File: src/rtl/dmem_arbiter.sv
// Round-robin arbiter sharing one multi-cycle data memory between the I-cache
// refill port (0) and the D-cache port (1); reads are block refills, writes single-word.
module dmem_arbiter #(
  parameter int ADDR_W  = 10,
  parameter int DATA_W  = 32,
  parameter int OFFS_W  = 2,
  parameter int MEM_LAT = 2
) (
  input  logic              clk,
  input  logic              rst,
  input  logic              req0,
  input  logic              req1,
  input  logic              we0,
  input  logic              we1,
  input  logic [ADDR_W-1:0] addr0,
  input  logic [ADDR_W-1:0] addr1,
  input  logic [DATA_W-1:0] wdata0,
  input  logic [DATA_W-1:0] wdata1,
  output logic              gnt0,
  output logic              gnt1,
  output logic              ready0,
  output logic              ready1,
  output logic              rvalid0,
  output logic              rvalid1,
  output logic [DATA_W-1:0] rdata0,
  output logic [DATA_W-1:0] rdata1,
  output logic [OFFS_W-1:0] rword0,
  output logic [OFFS_W-1:0] rword1,
  output logic              mem_en,
  output logic              mem_we,
  output logic [ADDR_W-1:0] mem_addr,
  output logic [DATA_W-1:0] mem_wdata,
  input  logic [DATA_W-1:0] mem_rdata
);

  localparam int LAT_W = (MEM_LAT > 1) ? $clog2(MEM_LAT) : 1;
  localparam logic [LAT_W-1:0] LAT_LAST = LAT_W'(MEM_LAT - 1);

  typedef enum logic [1:0] {IDLE, RD, WR, DONE} state_t;

  state_t              state_q, state_d;
  logic                port_q, port_d;
  logic                last_gnt_q, last_gnt_d;
  logic [OFFS_W-1:0]   word_cnt_q, word_cnt_d;
  logic [LAT_W-1:0]    lat_cnt_q, lat_cnt_d;
  logic                rvalid0_q, rvalid0_d;
  logic                rvalid1_q, rvalid1_d;
  logic [DATA_W-1:0]   rdata0_q, rdata0_d;
  logic [DATA_W-1:0]   rdata1_q, rdata1_d;
  logic [OFFS_W-1:0]   rword0_q, rword0_d;
  logic [OFFS_W-1:0]   rword1_q, rword1_d;
  logic [ADDR_W-1:0]   addr_q, addr_d;
  logic [DATA_W-1:0]   wdata_q, wdata_d;
  logic                sel_we;

  always_comb begin
    state_d    = state_q;
    port_d     = port_q;
    last_gnt_d = last_gnt_q;
    word_cnt_d = word_cnt_q;
    lat_cnt_d  = lat_cnt_q;
    rvalid0_d  = 1'b0;
    rvalid1_d  = 1'b0;
    rdata0_d   = rdata0_q;
    rdata1_d   = rdata1_q;
    rword0_d   = rword0_q;
    rword1_d   = rword1_q;
    addr_d     = addr_q;
    wdata_d    = wdata_q;
    sel_we     = 1'b0;
    case (state_q)
      IDLE: begin
        if (req0 || req1) begin
          // On a tie the port that was not served last wins
          port_d     = req1 & (~req0 | ~last_gnt_q);
          sel_we     = port_d ? we1 : we0;
          addr_d     = port_d ? addr1 : addr0;
          wdata_d    = port_d ? wdata1 : wdata0;
          word_cnt_d = '0;
          lat_cnt_d  = '0;
          state_d    = sel_we ? WR : RD;
        end
      end
      RD: begin
        if (lat_cnt_q == LAT_LAST) begin
          if (port_q) begin
            rvalid1_d = 1'b1;
            rdata1_d  = mem_rdata;
            rword1_d  = word_cnt_q;
          end else begin
            rvalid0_d = 1'b1;
            rdata0_d  = mem_rdata;
            rword0_d  = word_cnt_q;
          end
          word_cnt_d = word_cnt_q + 1'b1;
          lat_cnt_d  = '0;
          if (word_cnt_q == '1) state_d = DONE;
        end else begin
          lat_cnt_d = lat_cnt_q + 1'b1;
        end
      end
      WR: begin
        if (lat_cnt_q == LAT_LAST) begin
          lat_cnt_d = '0;
          state_d   = DONE;
        end else begin
          lat_cnt_d = lat_cnt_q + 1'b1;
        end
      end
      DONE: begin
        last_gnt_d = port_q;
        state_d    = IDLE;
      end
      default: state_d = IDLE;
    endcase
  end

  always_ff @(posedge clk or negedge rst) begin
    if (!rst) begin
      state_q    <= IDLE;
      port_q     <= 1'b0;
      last_gnt_q <= 1'b1;
      word_cnt_q <= '0;
      lat_cnt_q  <= '0;
      rvalid0_q  <= 1'b0;
      rvalid1_q  <= 1'b0;
      rdata0_q   <= '0;
      rdata1_q   <= '0;
      rword0_q   <= '0;
      rword1_q   <= '0;
    end else begin
      state_q    <= state_d;
      port_q     <= port_d;
      last_gnt_q <= last_gnt_d;
      word_cnt_q <= word_cnt_d;
      lat_cnt_q  <= lat_cnt_d;
      rvalid0_q  <= rvalid0_d;
      rvalid1_q  <= rvalid1_d;
      rdata0_q   <= rdata0_d;
      rdata1_q   <= rdata1_d;
      rword0_q   <= rword0_d;
      rword1_q   <= rword1_d;
    end
  end

  // Latched request payload is only consumed while the FSM is busy
  always_ff @(posedge clk) begin
    addr_q  <= addr_d;
    wdata_q <= wdata_d;
  end

  assign gnt0      = (state_q != IDLE) && !port_q;
  assign gnt1      = (state_q != IDLE) && port_q;
  assign ready0    = (state_q == DONE) && !port_q;
  assign ready1    = (state_q == DONE) && port_q;
  assign rvalid0   = rvalid0_q;
  assign rvalid1   = rvalid1_q;
  assign rdata0    = gnt0 ? rdata0_q : '0;
  assign rdata1    = gnt1 ? rdata1_q : '0;
  assign rword0    = gnt0 ? rword0_q : '0;
  assign rword1    = gnt1 ? rword1_q : '0;
  assign mem_en    = (state_q == RD) || (state_q == WR);
  assign mem_we    = (state_q == WR);
  assign mem_addr  = (state_q == RD) ? {addr_q[ADDR_W-1:OFFS_W], word_cnt_q} :
                     (state_q == WR) ? addr_q : '0;
  assign mem_wdata = (state_q == WR) ? wdata_q : '0;

endmodule

File: config.mk
export PLATFORM = sky130hd
export DESIGN_NAME = dmem_arbiter
export DESIGN_NICKNAME = d
export VERILOG_FILES = /design/src/rtl/dmem_arbiter.sv
export SDC_FILE = /design/constraint.sdc
export NUM_CORES = 1
export LEC_CHECK = 0
export BUFFER_PORTS_ARGS = -buffer_cell sky130_fd_sc_hd__buf_4
export CAP_MARGIN = 40
export CELL_PAD_IN_SITES_DETAIL_PLACEMENT = 0
export CELL_PAD_IN_SITES_GLOBAL_PLACEMENT = 1
export CORE_AREA = 2 2 121 123
export CTS_BUF_LIST = sky130_fd_sc_hd__clkbuf_8
export DETAILED_ROUTE_END_ITERATION = 8
export DIE_AREA = 0 0 123 125
export GPL_TIMING_DRIVEN = 0
export PLACE_DENSITY_LB_ADDON = 0.1
export SLEW_MARGIN = 30
export SYNTH_ARGS = -nofsm -noshare
export SYNTH_HDL_FRONTEND = slang
export SYNTH_SLANG_ARGS = --single-unit
File: constraint.sdc
create_clock -name clk -period 6.3 [get_ports clk]
set_clock_uncertainty 0.1 [all_clocks]
set_input_delay 0.945 -clock clk [delete_from_list [all_inputs] [get_ports clk]]
set_output_delay 0.945 -clock clk [all_outputs]
set_load 0.02 [all_outputs]
**Word level (Yosys, flattened, before mapping)**

Index checks and enable logic that the tools add are counted.
W data, S select, Z words.

- Bits in registers: 119
- Input port bits: 122
- Output and inout bits: 118
- Logic and storage cells: 74

- Add/subtract/negate cells: 2
- Equality and inequality tests: 8
- Muxes and demuxes: 28
- Bitwise operators: 5
- Reduce and logical (&&, ||, !) cells: 18

Operator list:

| operator | number |
|---|---|
| $mux W32 | 4 |
| $mux W10 | 3 |
| $mux W2 | 9 |
| $mux W1 | 9 |
| $reduce_and A3 Y1 | 3 |
| $pmux W2 S4 | 1 |
| $eq A2 B2 Y1 const B | 3 |
| $ne A2 B2 Y1 const B | 3 |
| $reduce_bool A2 Y1 | 3 |
| $logic_and A1 B1 Y1 | 4 |
| $pmux W2 S2 | 1 |
| $reduce_and A2 Y1 | 2 |
| $reduce_and A4 Y1 | 1 |
| $not A1 Y1 | 3 |
| $add A2 B1 Y2 const B | 1 |
| $eq A2 B1 Y1 const B | 1 |
| $logic_not A2 Y1 | 1 |
| $logic_or A1 B1 Y1 | 2 |
| $ne A2 B1 Y1 const B | 1 |
| $pmux W1 S2 | 1 |
| $reduce_or A2 Y1 | 1 |
| $add A1 B1 Y1 const B | 1 |
| $and A1 B1 Y1 | 1 |
| $logic_not A1 Y1 | 1 |
| $or A1 B1 Y1 | 1 |

**Depth between registers and ports, before layout**

Gate-level depths: netlist (run 1).

- Depth after elaboration: 7
- Depth in mapped cells: 8
- Gate-level depth less buffers: 5

**Worst setup path after synthesis (run 1)**

OpenSTA, ideal clock, no wires.

- Path type: input port to flip-flop
- From: in req0
- To: reg addr_q[0], enable pin
- Setup time: 0.447 ns
- Arrival: 2.902 ns
- Required time: 5.753 ns
- Setup slack: 2.851 ns
- Stages: 2
- Buffers on the path: 0
- Cell sequence: nor2_1 nor2b_1

- Cells in the longest elaborated chain, start to end: 2

RTL lines:

| item | RTL line | RTL |
|---|---|---|
| from (decl) | 11 | `input logic req0,` |
| $logic_or A1 B1 Y1 | 73 | `if (req0 \|\| req1) begin` |
| $reduce_and A2 Y1 (no line) | n/a |  |
| to (signal assigned) | 148 | `addr_q <= addr_d;` |
| to (decl) | 52 | `logic [ADDR_W-1:0] addr_q, addr_d;` |

Every way passes these cells.
A chain may end at the register's enable or synchronous reset.

**Worst setup path after layout (run 1)**

- From: reg state_q[0]
- To: out rdata0[11]

- Cells in the longest elaborated chain, start to end: 3

RTL lines:

| item | RTL line | RTL |
|---|---|---|
| from (decl) | 41 | `state_t state_q, state_d;` |
| from (signal assigned) | 132 | `state_q <= state_d;` |
| $reduce_bool A2 Y1 | 152 | `assign gnt0 = (state_q != IDLE) && !port_q;` |
| $logic_and A1 B1 Y1 | 152 |  |
| $mux W32 | 158 | `assign rdata0 = gnt0 ? rdata0_q : '0;` |
| to (decl) | 25 | `output logic [DATA_W-1:0] rdata0,` |

Every way passes these cells.

==> results_dict.tcl, run 1 <==
set metrics [dict create \
    outcome "complete, no violations" \
    via_per_inst 4.627 \
    async_flop_share_pct 64.71 \
    synth_most_common_cell "mux2_2" \
    n_fill_cell 1212 \
    n_antenna_cell 0 \
    dp_hpwl_microns 10820 \
    ys_top_cells_by_count "mux2_2, and2_1, dfrtp_1" \
    ys_warn_count 0 \
    cts_resized 0 \
    timing.hold.ws_ns 0.3236 \
    ys.flop_type "dfrtp_1" \
    ant_nets 0 \
    p_leak_nw 3.823 \
    postCtsSetupBuffers 0 \
    syn_area_sq_um 5673 \
    numPortBuffers 239 \
    power.switching_mw 1.519 \
    syn_inst 417 \
    synth.area.top_cells "dfrtp_1, edfxtp_1, mux2_2" \
    multiInputGateArea_sq_um 2316 \
    ys_ff_latch 119 \
    dr_total_vias 4044 \
    drt_iter0_drc 123 \
    die_h_microns 125 \
    dieArea_sq_um 15380 \
    peakVddDrop_mv 0.1777 \
    maxCapViolCount 0 \
    powerDensity_nw_per_um2 510.5 \
    clockPowerShare_pct 19.9 \
    worst_pin_slew_ns 0.7037 \
    nets 806 \
    worstSetupPathType "reg2out" \
    cts_inserted_buffers 17 \
    cts.sinks 119 \
    arrival_ns 2.45 \
    antenna_found_initial 0 \
    p_int_mw 2.694 \
    num_rows 44 \
    firstDrtPassIters 4 \
    endpoint_kind "output pin" \
    max_freq_mhz 286.2 \
    ys_seq_area_share_pct 56.22 \
    tns_ns 0 \
    synthToLayoutAreaGrowth_pct 45.50 \
    clk_pin_slew_worst_paths_ns 0.07 \
    postCtsHoldBufs 0 \
    root_buffer "clkbuf_8" \
    wire_per_inst_microns 16.41 \
    synth-edff-count 42 \
    ctsHtreeMaxLevel 4 \
    cp.required_ns 5.25 \
    grt_pass1_wl_microns 21830 \
    final_hold_viol_count 0 \
    grt_pass1_vias 4204 \
    min_period_ns 3.494 \
    crit_fanout 10 \
    clockBufferDepth 2 \
    setup-violations-final 0 \
    globalplace.congestion 0.7980 \
    combPwrFrac_pct 49.9 \
    finalCritPeriodShare_pct 55.46 \
    synth_cell_type_count 31 \
    grt_max_degree 53 \
    core_sq_um 14200 \
    start_util_pct 39.94 \
    power.total_mw 4.213 \
    seqPwrFrac_pct 30.2 \
    worstSetupStartpoint "state_q[0]" \
    swShare_pct 36.05 \
    ios 240 \
    clk-insertion-delay-late_ns 0.42 \
    drc_errors 0 \
    grt_use_total_pct 18.84 \
    synth_top_area_share_pct 33.52 \
    drv_slew 0 \
    register_area_sq_um 3189 \
    fin_ws_ns 2.806 \
    place_ws_ns 3.172 \
    hold_path.class "in2async" \
    drive_gt1_share_pct 58.12 \
    critPathLaunchType "flip-flop" \
    cts_tree "built" \
    avgSynthCellArea_sq_um 13.60 \
    grt_overflow 0 \
    maxSlewHeadroom_pct 52.91 \
    grt_setup_unrepaired "no" \
    die_w_microns 123 \
    r2r_start "state_q[0]" \
    synthesis.nets 546 \
    wl_microns 14340 \
    yosysTopAreaCell "dfrtp_1" \
    final_util_pct 58.11 \
]
-- sequential cells by signal (all words and copies together) (netlist names) --
| signal | count |
|---|---|
| addr_q | 10 |
| last_gnt_q | 1 |
| lat_cnt_q | 1 |
| port_q | 1 |
| rdata0_q | 32 |
| rdata1_q | 32 |
| rvalid0 | 1 |
| rvalid1 | 1 |
| rword0_q | 2 |
| rword1_q | 2 |
| state_q | 2 |
| wdata_q | 32 |
| word_cnt_q | 2 |
-- cell usage in the layout (no fill, tap or decap), types with 6 or more instances in the layout --
cell / count
buf_4: 243
mux2_2: 105
and2_1: 101
dfrtp_1: 76
edfxtp_1: 42
clkbuf_8: 24
nor2b_1: 11
inv_1: 8
clkbuf_1: 8
nand2_1: 8
ha_1: 7
buf_6: 6
o21ai_0: 6
-- critical path: stages (launching register included) --
cell and delay (ns):
dfrtp_1 0.39, inv_1 0.11, ha_1 0.31, nor2_1 0.45, clkbuf_1 0.40, and2_1 0.21, buf_4 0.14
-- per-stage QoR --
stage / std cells / area, sq um
floorplan: 417 / 5673
global placement: 840 / 7697
detailed placement: 842 / 7760
CTS: 874 / 8254
global route: 874 / 8254
finish: 874 / 8254
-- cell type report --
class,instances,area share [%]
Inverter,6,0.2729
Multi-Input combinational cell,269,28.06
Clock buffer,24,4.002
Clock inverter,8,1.986
Tap cell,184,2.789
Sequential cell,119,38.64
Buffer,23,1.849
Timing Repair Buffer,241,22.40
-- routing by layer --
| layer | wire length [microns] | global-route usage (%) |
|---|---|---|
| met4 | 284 | 7.553 |
| met3 | 1588 | 8.896 |
| met1 | 5809 | 21.76 |
| met5 | 0 | 0 |
| met2 | 6657 | 30.06 |
-- power groups by stage --
stage | Sequential, mW | Combinational (mW) | Clock, mW
after floorplan | 1.26 | 1.30 | 0
after global placement | 1.28 | 2.09 | 0
after detailed placement | 1.29 | 2.14 | 0
after CTS | 1.28 | 2.14 | 0.858
after global routing | 1.31 | 2.26 | 0.895
final | 1.27 | 2.10 | 0.838
-- path summary, 6_finish.rpt --
| path | end | slack [ns] | depth (start not counted) |
|---|---|---|---|
| max | rdata0[11] | 2.81 | 6 |
| min reg2reg | rword0_q[1] | 0.38 | 2 |
| min | rdata0_q[29] | 0.32 | 1 |
| min in group clk | rword0_q[1] | 0.38 | 2 |
| max reg2reg | addr_q[7] | 4.14 | 4 |
| max in group asynchronous | rdata0_q[9] | 5.20 | 2 |
-- kinds of logic after synthesis --
logic type	count (synthesis)	synth area share, %
compound gates	13	1.698
xor+xnor	1	0.1544
fa+ha+maj	7	1.544
buf+inv	29	3.088
flops	119	56.22
mux	113	22.50
simple gates	135	14.80
Note: power is estimated with default switching activity, not from simulation.
==> inputs of run 2 (changes only) <==
--- a/config.mk
+++ b/config.mk
@@ -9,10 +9,10 @@
 export CAP_MARGIN = 40
 export CELL_PAD_IN_SITES_DETAIL_PLACEMENT = 0
 export CELL_PAD_IN_SITES_GLOBAL_PLACEMENT = 1
-export CORE_AREA = 2 2 121 123
+export CORE_AREA = 2 2 126 128
 export CTS_BUF_LIST = sky130_fd_sc_hd__clkbuf_8
 export DETAILED_ROUTE_END_ITERATION = 8
-export DIE_AREA = 0 0 123 125
+export DIE_AREA = 0 0 128 130
 export GPL_TIMING_DRIVEN = 0
 export PLACE_DENSITY_LB_ADDON = 0.1
 export SLEW_MARGIN = 30
==> constraint.sdc (replaced) <==
create_clock -name clk -period 3.5 [get_ports clk]
set_clock_uncertainty 0.1 [all_clocks]
set_input_delay 0.525 -clock clk [delete_from_list [all_inputs] [get_ports clk]]
set_output_delay 0.525 -clock clk [all_outputs]
set_load 0.02 [all_outputs]
==> run 2 against run 1 <==
  * Critical path depth stayed put
  * Combinational power is 81% higher
  * Utilization is 5.5 points lower
  * Critical endpoint is now rword0[0]
  * Largest power group unchanged
==> results_dict.tcl, run 2 (synthesis results as in run 1) <==
set metrics [dict create \
    outcome "complete, no violations" \
    p_leak_nw 3.767 \
    drv_slew 0 \
    ant_nets 0 \
    hold_path.class "in2reg" \
    wire_per_inst_microns 16.59 \
    hp-start "mem_rdata[10]" \
    numPortBuffers 239 \
    grt_pass1_vias 4299 \
    worstSetupStartpoint "state_q[0]" \
    grt_pass1_wl_microns 22560 \
    worstSetupPathType "reg2out" \
    clk_pin_slew_worst_paths_ns 0.06 \
    path_cells "inv_1 > ha_1 > nor2_1 > clkbuf_1 > and2_1 > buf_4" \
    grt_setup_unrepaired "no" \
    drc_errors 0 \
    tns_ns 0 \
    setup-violations-final 0 \
    peakVddDrop_mv 0.2533 \
    globalplace.congestion 0.8146 \
    endpoint_kind "output pin" \
    layout_commonest_cell "buf_4" \
    place_area_sq_um 7790 \
    cts_inserted_buffers 17 \
    mostFrequentLayoutCells "buf_4, mux2_2, and2_1" \
    critPathLaunchType "flip-flop" \
    n_antenna_cell 0 \
    r2r_start "state_q[1]" \
    cts_resized 0 \
    die_w_microns 128 \
    grt_use_total_pct 17.91 \
    power.total_mw 7.132 \
    wl_microns 14630 \
    critPathSlowestCell "nor2_1" \
    clockBufferDepth 2 \
    post-route-cell-area_sq_um 8119 \
    crit_fanout 10 \
    arrival_ns 2.45 \
    place_inst 851 \
    synthToLayoutAreaGrowth_pct 43.12 \
    min_period_ns 3.074 \
    worst_pin_slew_ns 0.6983 \
    ios 240 \
    core_sq_um 15420 \
    max_freq_mhz 325.3 \
    maxSlewHeadroom_pct 53.28 \
    clk-insertion-delay-late_ns 0.42 \
    cp.required_ns 2.87 \
    postCtsHoldBufs 1 \
    finalNonFillerCells 882 \
    dp_hpwl_microns 11070 \
    final_util_pct 52.64 \
    via_per_inst 4.604 \
    antenna_found_initial 0 \
    num_rows 46 \
    cpPeakStageDelay_ns 0.43 \
    drt_iter0_drc 83 \
    reg_top3 "rdata0_q: 32 flops, rdata1_q: 32 flops, wdata_q: 32 flops" \
    cts.sinks 119 \
    final_hold_viol_count 0 \
    maxCapViolCount 0 \
    drive_gt1_share_pct 57.54 \
    start_util_pct 36.78 \
    powerDensity_nw_per_um2 878.5 \
    firstDrtPassIters 4 \
    dr_total_vias 4061 \
    die_h_microns 130 \
    finalCritPeriodShare_pct 87.84 \
    dieArea_sq_um 16640 \
    grt_overflow 0 \
    grt_max_degree 45 \
    postCtsSetupBuffers 0 \
    cts_tree "built" \
    root_buffer "clkbuf_8" \
    ctsHtreeMaxLevel 4 \
    nets 808 \
]
## run 2: changes by cell type in the layout (fill, tap and decap cells not counted)
cell | previous run | this run
bufinv_16 | 5 | 0
clkinv_2 | 0 | 5
clkbuf_8 | 24 | 20
inv_1 | 8 | 11
buf_12 | 0 | 1
dlygate4sd3_1 | 0 | 1
inv_4 | 1 | 0
## run 2: layout make-up
cell class	instances	area, sq um
fill	1387	7306
sequential	119	3189
multi-input combinational	269	2316
timing repair buffer	243	1879
clock buffer	20	275.3
tap	192	240.2
buffer	23	152.6
clock inverter	10	43.79
inverter	6	22.52
## run 2: final timing paths
| kind | to | slack (ns) | cells past startpoint |
|---|---|---|---|
| hold reg to reg | rword0_q[1] | 0.38 | 2 |
| setup / recovery | rword0[0] | 0.43 | 6 |
| setup reg to reg | addr_q[3] | 1.56 | 5 |
| min in group asynchronous | rvalid0 | 0.48 | 2 |
| max in group asynchronous | rdata1_q[6] | 2.22 | 3 |
| hold / removal | rdata1_q[10] | 0.23 | 2 |
## run 2: per-stage QoR
stage / hold slack, ns / setup slack [ns]
finish: 0.2314 / 0.4255
detailed placement: 0.3707 / 0.8344
CTS: 0.1921 / 0.3497
global placement: 0.3563 / -0.8215
global route: 0.2011 / 0.1538
floorplan: 0.1294 / 0.2254
## run 2: metal layers
layer,share of wire (%),vias to the layer above,global-route usage (%)
li1,-,1946,-
met1,41,1916,21.16
met2,47,177,28.78
met3,10,22,7.790
met4,2.0,0,7.498
met5,0,-,0
## run 2: critical path: cells and delay by family, from the launching register on
family	cells	cell delay [ns]
fa+ha+maj	1	0.31
simple gates	2	0.64
flops	1	0.40
buf+inv	3	0.68
## run 2: power by group
part	leakage (nW)	switching [mW]	internal, mW
Clock	0.190	0.506	0.517
Combinational	2.28	1.99	1.82
Sequential	1.30	0.225	2.07
Total	3.77	2.72	4.41
